===== src/rtl/controle_micro.sv =====
// Microwave cooking-cycle controller: conditions the front-panel inputs, shifts keypad
// digits into an mm:ss BCD register and runs the cook / pause / done sequence.
module controle_micro (
  input  logic       clk,
  input  logic       resetn,
  input  logic [3:0] D,
  input  logic       loadn,
  input  logic       pgt_1Hz,
  input  logic       startn,
  input  logic       stopn,
  input  logic       door_closed,
  output logic       enablen,
  output logic       mag_on,
  output logic       done,
  output logic [3:0] min_tens,
  output logic [3:0] min_units,
  output logic [3:0] sec_tens,
  output logic [3:0] sec_units
);

  typedef enum logic [1:0] {IDLE, COOK, PAUSE, DONE} state_t;

  // Bit order: {door_closed, stopn, startn, pgt_1Hz, loadn}; button paths idle high.
  localparam logic [4:0] SYNC_RST = 5'b01100;

  logic [4:0]  sync1_q, sync2_q, edge_q;
  logic [3:0]  ev_q, ev_d;
  state_t      state_q, state_d;
  logic [15:0] time_q, time_d;
  logic        enablen_q, mag_q, done_q;
  logic        key, tick, start, stop, door;

  function automatic logic [15:0] bcd_dec(input logic [15:0] t);
    logic [3:0] mt, mu, st, su;
    {mt, mu, st, su} = t;
    if (su != 4'd0) su = su - 4'd1;
    else begin
      su = 4'd9;
      if (st != 4'd0) st = st - 4'd1;
      else begin
        st = 4'd5;
        if (mu != 4'd0) mu = mu - 4'd1;
        else begin
          mu = 4'd9;
          mt = mt - 4'd1;
        end
      end
    end
    return {mt, mu, st, su};
  endfunction

  // Edge pulses are registered so every event lands three edges after sampling.
  always_comb begin
    ev_d    = '0;
    ev_d[0] =  sync2_q[0] & ~edge_q[0];
    ev_d[1] =  sync2_q[1] & ~edge_q[1];
    ev_d[2] = ~sync2_q[2] &  edge_q[2];
    ev_d[3] = ~sync2_q[3] &  edge_q[3];
  end

  always_ff @(posedge clk or negedge resetn) begin
    if (!resetn) begin
      sync1_q <= SYNC_RST;
      sync2_q <= SYNC_RST;
      edge_q  <= SYNC_RST;
      ev_q    <= '0;
    end else begin
      sync1_q <= {door_closed, stopn, startn, pgt_1Hz, loadn};
      sync2_q <= sync1_q;
      edge_q  <= sync2_q;
      ev_q    <= ev_d;
    end
  end

  assign key   = ev_q[0];
  assign tick  = ev_q[1];
  assign start = ev_q[2];
  assign stop  = ev_q[3];
  assign door  = edge_q[4];

  always_comb begin
    state_d = state_q;
    time_d  = time_q;
    case (state_q)
      IDLE: begin
        if (stop) time_d = '0;
        else if (start && door && time_q != 16'h0000) state_d = COOK;
        else if (key && D <= 4'd9) time_d = {time_q[11:0], D};
      end
      COOK: begin
        if (stop || !door) state_d = PAUSE;
        else if (tick) begin
          time_d = bcd_dec(time_q);
          if (time_d == 16'h0000) state_d = DONE;
        end
      end
      PAUSE: begin
        if (stop) begin
          time_d  = '0;
          state_d = IDLE;
        end else if (start && door) state_d = COOK;
      end
      DONE: begin
        time_d = '0;
        if (stop || start || key) state_d = IDLE;
      end
      default: state_d = IDLE;
    endcase
  end

  always_ff @(posedge clk or negedge resetn) begin
    if (!resetn) begin
      state_q   <= IDLE;
      time_q    <= '0;
      enablen_q <= 1'b0;
      mag_q     <= 1'b0;
      done_q    <= 1'b0;
    end else begin
      state_q   <= state_d;
      time_q    <= time_d;
      enablen_q <= (state_d != IDLE);
      mag_q     <= (state_d == COOK);
      done_q    <= (state_d == DONE);
    end
  end

  assign enablen   = enablen_q;
  assign mag_on    = mag_q;
  assign done      = done_q;
  assign min_tens  = time_q[15:12];
  assign min_units = time_q[11:8];
  assign sec_tens  = time_q[7:4];
  assign sec_units = time_q[3:0];

endmodule

===== config.mk =====
export PLATFORM = sky130hd
export DESIGN_NAME = controle_micro
export DESIGN_NICKNAME = d
export VERILOG_FILES = /design/src/rtl/controle_micro.sv
export SDC_FILE = /design/constraint.sdc
export NUM_CORES = 1
export LEC_CHECK = 0
export BUFFER_PORTS_ARGS = -buffer_cell sky130_fd_sc_hd__buf_2
export CAP_MARGIN = 20
export CORE_UTILIZATION = 52
export DETAILED_ROUTE_END_ITERATION = 10
export HOLD_SLACK_MARGIN = 0.05
export PLACE_DENSITY = 0.74
export RECOVER_POWER = 100
export SLEW_MARGIN = 20
export SYNTH_ARGS = -nofsm -noshare
export SYNTH_HDL_FRONTEND = slang
export SYNTH_SLANG_ARGS = --single-unit

===== constraint.sdc =====
create_clock -name clk -period 5.48 [get_ports clk]
set_input_delay 1.096 -clock clk [delete_from_list [all_inputs] [get_ports clk]]
set_output_delay 1.096 -clock clk [all_outputs]
set_load 0.005 [all_outputs]

# Word level (Yosys, flattened, before mapping)
# Cells that the tools add are included.
classes:
  n_addsub: 4
  n_lt_le_gt_ge: 1
  n_eq_ne: 10
  muxes: 37
  bitwise: 8
  n_reduce_logical: 15
op_table:
  columns: ["op", "count"]
  rows:
  - ["$mux 16", 6]
  - ["$mux 4", 21]
  - ["$pmux 16 s4", 1]
  - ["$logic_not 16->1", 1]
  - ["$mux 2", 8]
  - ["$reduce_bool 16->1", 1]
  - ["$sub 4x1->4 const B", 4]
  - ["$reduce_bool 4->1", 3]
  - ["$pmux 2 s4", 1]
  - ["$eq 2x2->1 const B", 3]
  - ["$ne 2x2->1 const B", 3]
  - ["$ne 3x3->1 const B", 2]
  - ["$reduce_and 5->1", 1]
  - ["$and 1x1->1", 4]
  - ["$eq 2x1->1 const B", 2]
  - ["$le 4x4->1 const B", 1]
  - ["$not 1->1", 4]
  - ["$logic_and 1x1->1", 3]
  - ["$logic_or 1x1->1", 3]
  - ["$logic_not 2->1", 1]
  - ["$reduce_bool 2->1", 1]
  - ["$logic_not 1->1", 1]
word_totals:
  regBits: 40
  input_bits: 11
  output_inout_bits: 19
  elab_cells: 84

# Longest topological paths before layout
logic_depth:
  word_depth: 13
  mapped_depth: 8
  ltp_nobuf: 7

# Worst setup path after synthesis
# OpenSTA, ideal clock, no wires.
synth_path:
  path_kind: "in2reg"
  start: "input port D[2]"
  end: "register time_q[9]"
  setup_ns: 0.133
  arrival_ns: 1.776
  t_required_ns: 5.347
  slack_ns: 3.571
  stages: 5
  path_buffers: 1
  cell_sequence: "o211ai_1 > o211ai_1 > buf_2 > a221oi_2 > a21oi_1"
synth_via:
  elab_chain_len: 4
synth_lines:
  columns: ["item", "line_no", "text"]
  rows:
  - ["from (decl)", "6", "input logic [3:0] D,"]
  - ["$le 4x4->1", "88", "else if (key && D <= 4'd9) time_d = {time_q[11:0], D};"]
  - ["$logic_and 1x1->1", "88", null]
  - ["$ne 3x3->1 (no line)", null, null]
  - ["$reduce_and 5->1 (no line)", null, null]
  - ["to (signal assigned)", "120", "time_q <= time_d;"]
  - ["to (decl)", "29", "logic [15:0] time_q, time_d;"]
# No other way between the ends.
# A chain may end at the register's enable or synchronous reset.

# Worst setup path in the final report
layout_path:
  start: "register time_q[0]"
  end: "register time_q[12]"
layout_via:
  elab_chain_len: 8
  elab_cells_between_ends: 12
  cone_classes: "eq/ne: 1; mux: 7; reduce/logical: 4"
layout_lines:
  columns: ["item", "line_no", "text"]
  rows:
  - ["$reduce_bool 4->1", "36", "if (su != 4'd0) su = su - 4'd1;"]
  - ["$mux 4", "36", null]
  - ["$mux 4", "92", "else if (tick) begin"]
  - ["$mux 4", "91", "if (stop || !door) state_d = PAUSE;"]
  - ["$mux 4", "84", "case (state_q)"]
  - ["$mux 16", "92", null]
  - ["$mux 16", "91", null]
  - ["$pmux 16 s4", "84", null]
# Several ways; a longest one is shown, not always the timed one. The select of a mux whose other input is x is not followed.

==> results.ini <==
[run_status]
outcome=complete, but fails checks
violations=capacitance limit, slew limit

[route]
drtAntennaViolNets=0
num_vias=1526
wl_mm=3.93
wl_met3_um=291
dr.pass1.iters=4
top_layer_used=met4
wl_per_cell_um=15.3
drtIter0Drc=133
wl_met1_mm=1.74
drc_errors=0
vias_per_cell=5.94
dr_wl_met2_mm=1.80

[worst_setup_path]
cp_slowest_cell=nor4_1
crit_arrival_ns=3.55
required_ns=5.68
cp_cell_sequence=nor4_1 > and4_1 > o211ai_1 > clkbuf_1 > o21bai_1 > o2bb2ai_1
worstPathMaxFanout=31
critPathLaunchType=flip-flop
path_class=reg -> reg
cpLargestDelayFamily=simple AND/OR/NAND/NOR gates
critPathMaxStageDelay_ns=1.15
end_kind=flip-flop
critPathBufInv=1

[logic_synthesis]
seq_area_frac_synth_pct=53.1
synth_edf_count=0
synth_seq_cells=40
synth_most_common_cell=dfrtp_1
synth_warnings=0
synth_area_leader_cell=dfrtp_1
yosysTopAreaCellShare_pct=44.8
synth_commonest_cells=dfrtp_1 (34), o21ai_1 (22), a21oi_1 (13), nor2_1 (11), inv_1 (10)
syn_avg_cell_area_sq_um=10.4
ys_async_sr_fraction_pct=100
synth_flop_cell=dfrtp_1
synthTopCellsByArea=dfrtp_1 (45%), dfstp_2 (8.3%), o21ai_1 (5.8%), a21oi_1 (3.4%), a32oi_1 (3.2%)
ys_types=45
syn_area_sq_um=1900
synth_fp_nets=195
synthCells=182

[cts]
post_cts_resized=0
cts_buffers=5
hold_buffers=0
cts_setup_buffers=0
root_buffer=clkbuf_4
cts_tree=built
clk_pin_slew_ns=0.12
htreeDepth=2
worstSkewPairLatency_ns=0.35
clock-sinks=40
cts_buffer_depth=2

[final_layout]
fill_cells=300
final_util_pct=61.4
drive_gt1_share_pct=20.9
syn_to_final_growth_pct=10.5
diodes=0
nets=223

[floorplanning]
initial_core_util_pct=55.6
io_pins=30
fp.dieH_um=62.4
coreArea_sq_um=3420
placement_rows=21
die_x_um=62.4
dieArea_sq_um=3900

[power]
p_clk_share_pct=14.4
comb_power_share_pct=42.7
netSwitchingPower_w=0.000495
pwr_density_cell_nw_per_um2=533
p_int_w=0.000623
p_total_w=0.00112
seq_power_share_pct=42.9
p_leak_nw=0.919
switching_share_pct=44.3
ir_worst_vdd_mv=0.363

[timing]
hold_viol_final=0
maxSlewHeadroom_pct=-36.9
tns_ns=0
fin_ws_ns=2.13
tightest_slew_ns=2.05
final.min_clock_period_ns=3.35
min_period_over_period_pct=61.1
rsz0062_at_grt=no
setup_viol=0
slew_violations=41
max_freq_mhz=299
hold_ws_ns=0.361
fin_worst_skew_ns=0.0111

[grt]
antenna_found_initial=0
grtUsageTotal_pct=21.9
grt_start_max_net_pins=41
grt_pass1_vias=1391
grt_overflow=0
grt_first_pass_wirelength_mm=6.60

[run]
cap_viol_max_count=1

[place]
numPortBuffers=29
place.gp.congestion=0.931
pre_cts_ws_ns=3.15
dpl.hpwl_mm=2.66

[worst_hold_path]
hp-class=reg -> reg

[layer usage]
layer	up-vias	global-route usage [%]
li1	721	-
met1	724	32.2
met2	67	30.4
met3	14	5.47
met4	0	10.2
met5	-	0
[registers in the layout, summed over array words and instances, names as in the netlist]
register  count
time_q       16
edge_q        5
sync1_q       5
sync2_q       5
ev_q          4
state_q       2
done          1
enablen       1
mag_on        1
[area by class of cell]
cell class                      instances  area, sq um  area share, %
Clock inverter                          2         15.0          0.716
Timing Repair Buffer                   30          143           6.80
Tap cell                               46         57.6           2.74
Multi-Input combinational cell        122          781           37.2
Inverter                               11         41.3           1.97
Sequential cell                        40         1010           48.1
Clock buffer                            6         51.3           2.45
[logic make-up after synthesis]
group | synth area share (%)
compound gates | 20.0
simple gates | 18.9
flops | 53.1
buf+inv | 4.61
xor+xnor | 0.923
mux | 1.12
fa+ha+maj | 1.32
[power by group through the flow]
stage	clock, W	combinational (W)	sequential (W)
6_report	0.000161	0.000477	0.000479
5_1_grt	0.000179	0.000540	0.000492
4_1_cts	0.000166	0.000494	0.000483
3_5_place_dp	0	0.000491	0.000490
3_3_place_gp	0	0.000483	0.000483
2_1_floorplan	0	0.000380	0.000454
[per-stage QoR]
| stage | instances | instance area (sq um) |
|---|---|---|
| 2_1_floorplan | 182 | 1900 |
| 3_3_place_gp | 249 | 2060 |
| 3_5_place_dp | 249 | 2060 |
| 4_1_cts | 257 | 2130 |
| 5_1_grt | 257 | 2100 |
| 6_report | 257 | 2100 |
[final timing paths]
kind	from	endpoint	cells past startpoint	slack [ns]
max in group asynchronous	resetn	edge_q[4]	1	2.99
max	time_q[0]	time_q[12]	6	2.13
min in group asynchronous	resetn	time_q[9]	1	1.31
max reg2reg	time_q[0]	time_q[12]	6	2.13
min	sync1_q[4]	sync2_q[4]	0	0.36
min reg2reg	sync1_q[4]	sync2_q[4]	0	0.36
[layout by cell type, fill, tap and decap left out, types with 2 or more instances in the layout]
cell type    n
dfrtp_1     34
buf_2       24
a21oi_1     13
o21ai_0     13
inv_1       11
nor2_1      11
o21ai_1     11
nand2_1      8
a32oi_1      7
nor3_1       6
clkbuf_1     6
nor2b_1      5
a22oi_1      5
clkbuf_4     5
dfstp_2      5
a31oi_1      3
nand4_1      3
nor4_1       2
nor4_2       2
xnor2_1      2
or4_1        2
o22ai_1      2
nor3b_1      2
and4_1       2
o211ai_1     2
o2bb2ai_1    2
ha_1         2
clkinvlp_4   2
[worst register-to-register path, cell delays in order (launching register included)]
cell,delay (ns)
dfrtp_1,0.53
nor4_1,1.15
and4_1,0.42
o211ai_1,0.09
clkbuf_1,0.49
o21bai_1,0.37
o2bb2ai_1,0.15
Note: power is estimated with default switching activity, not from simulation.
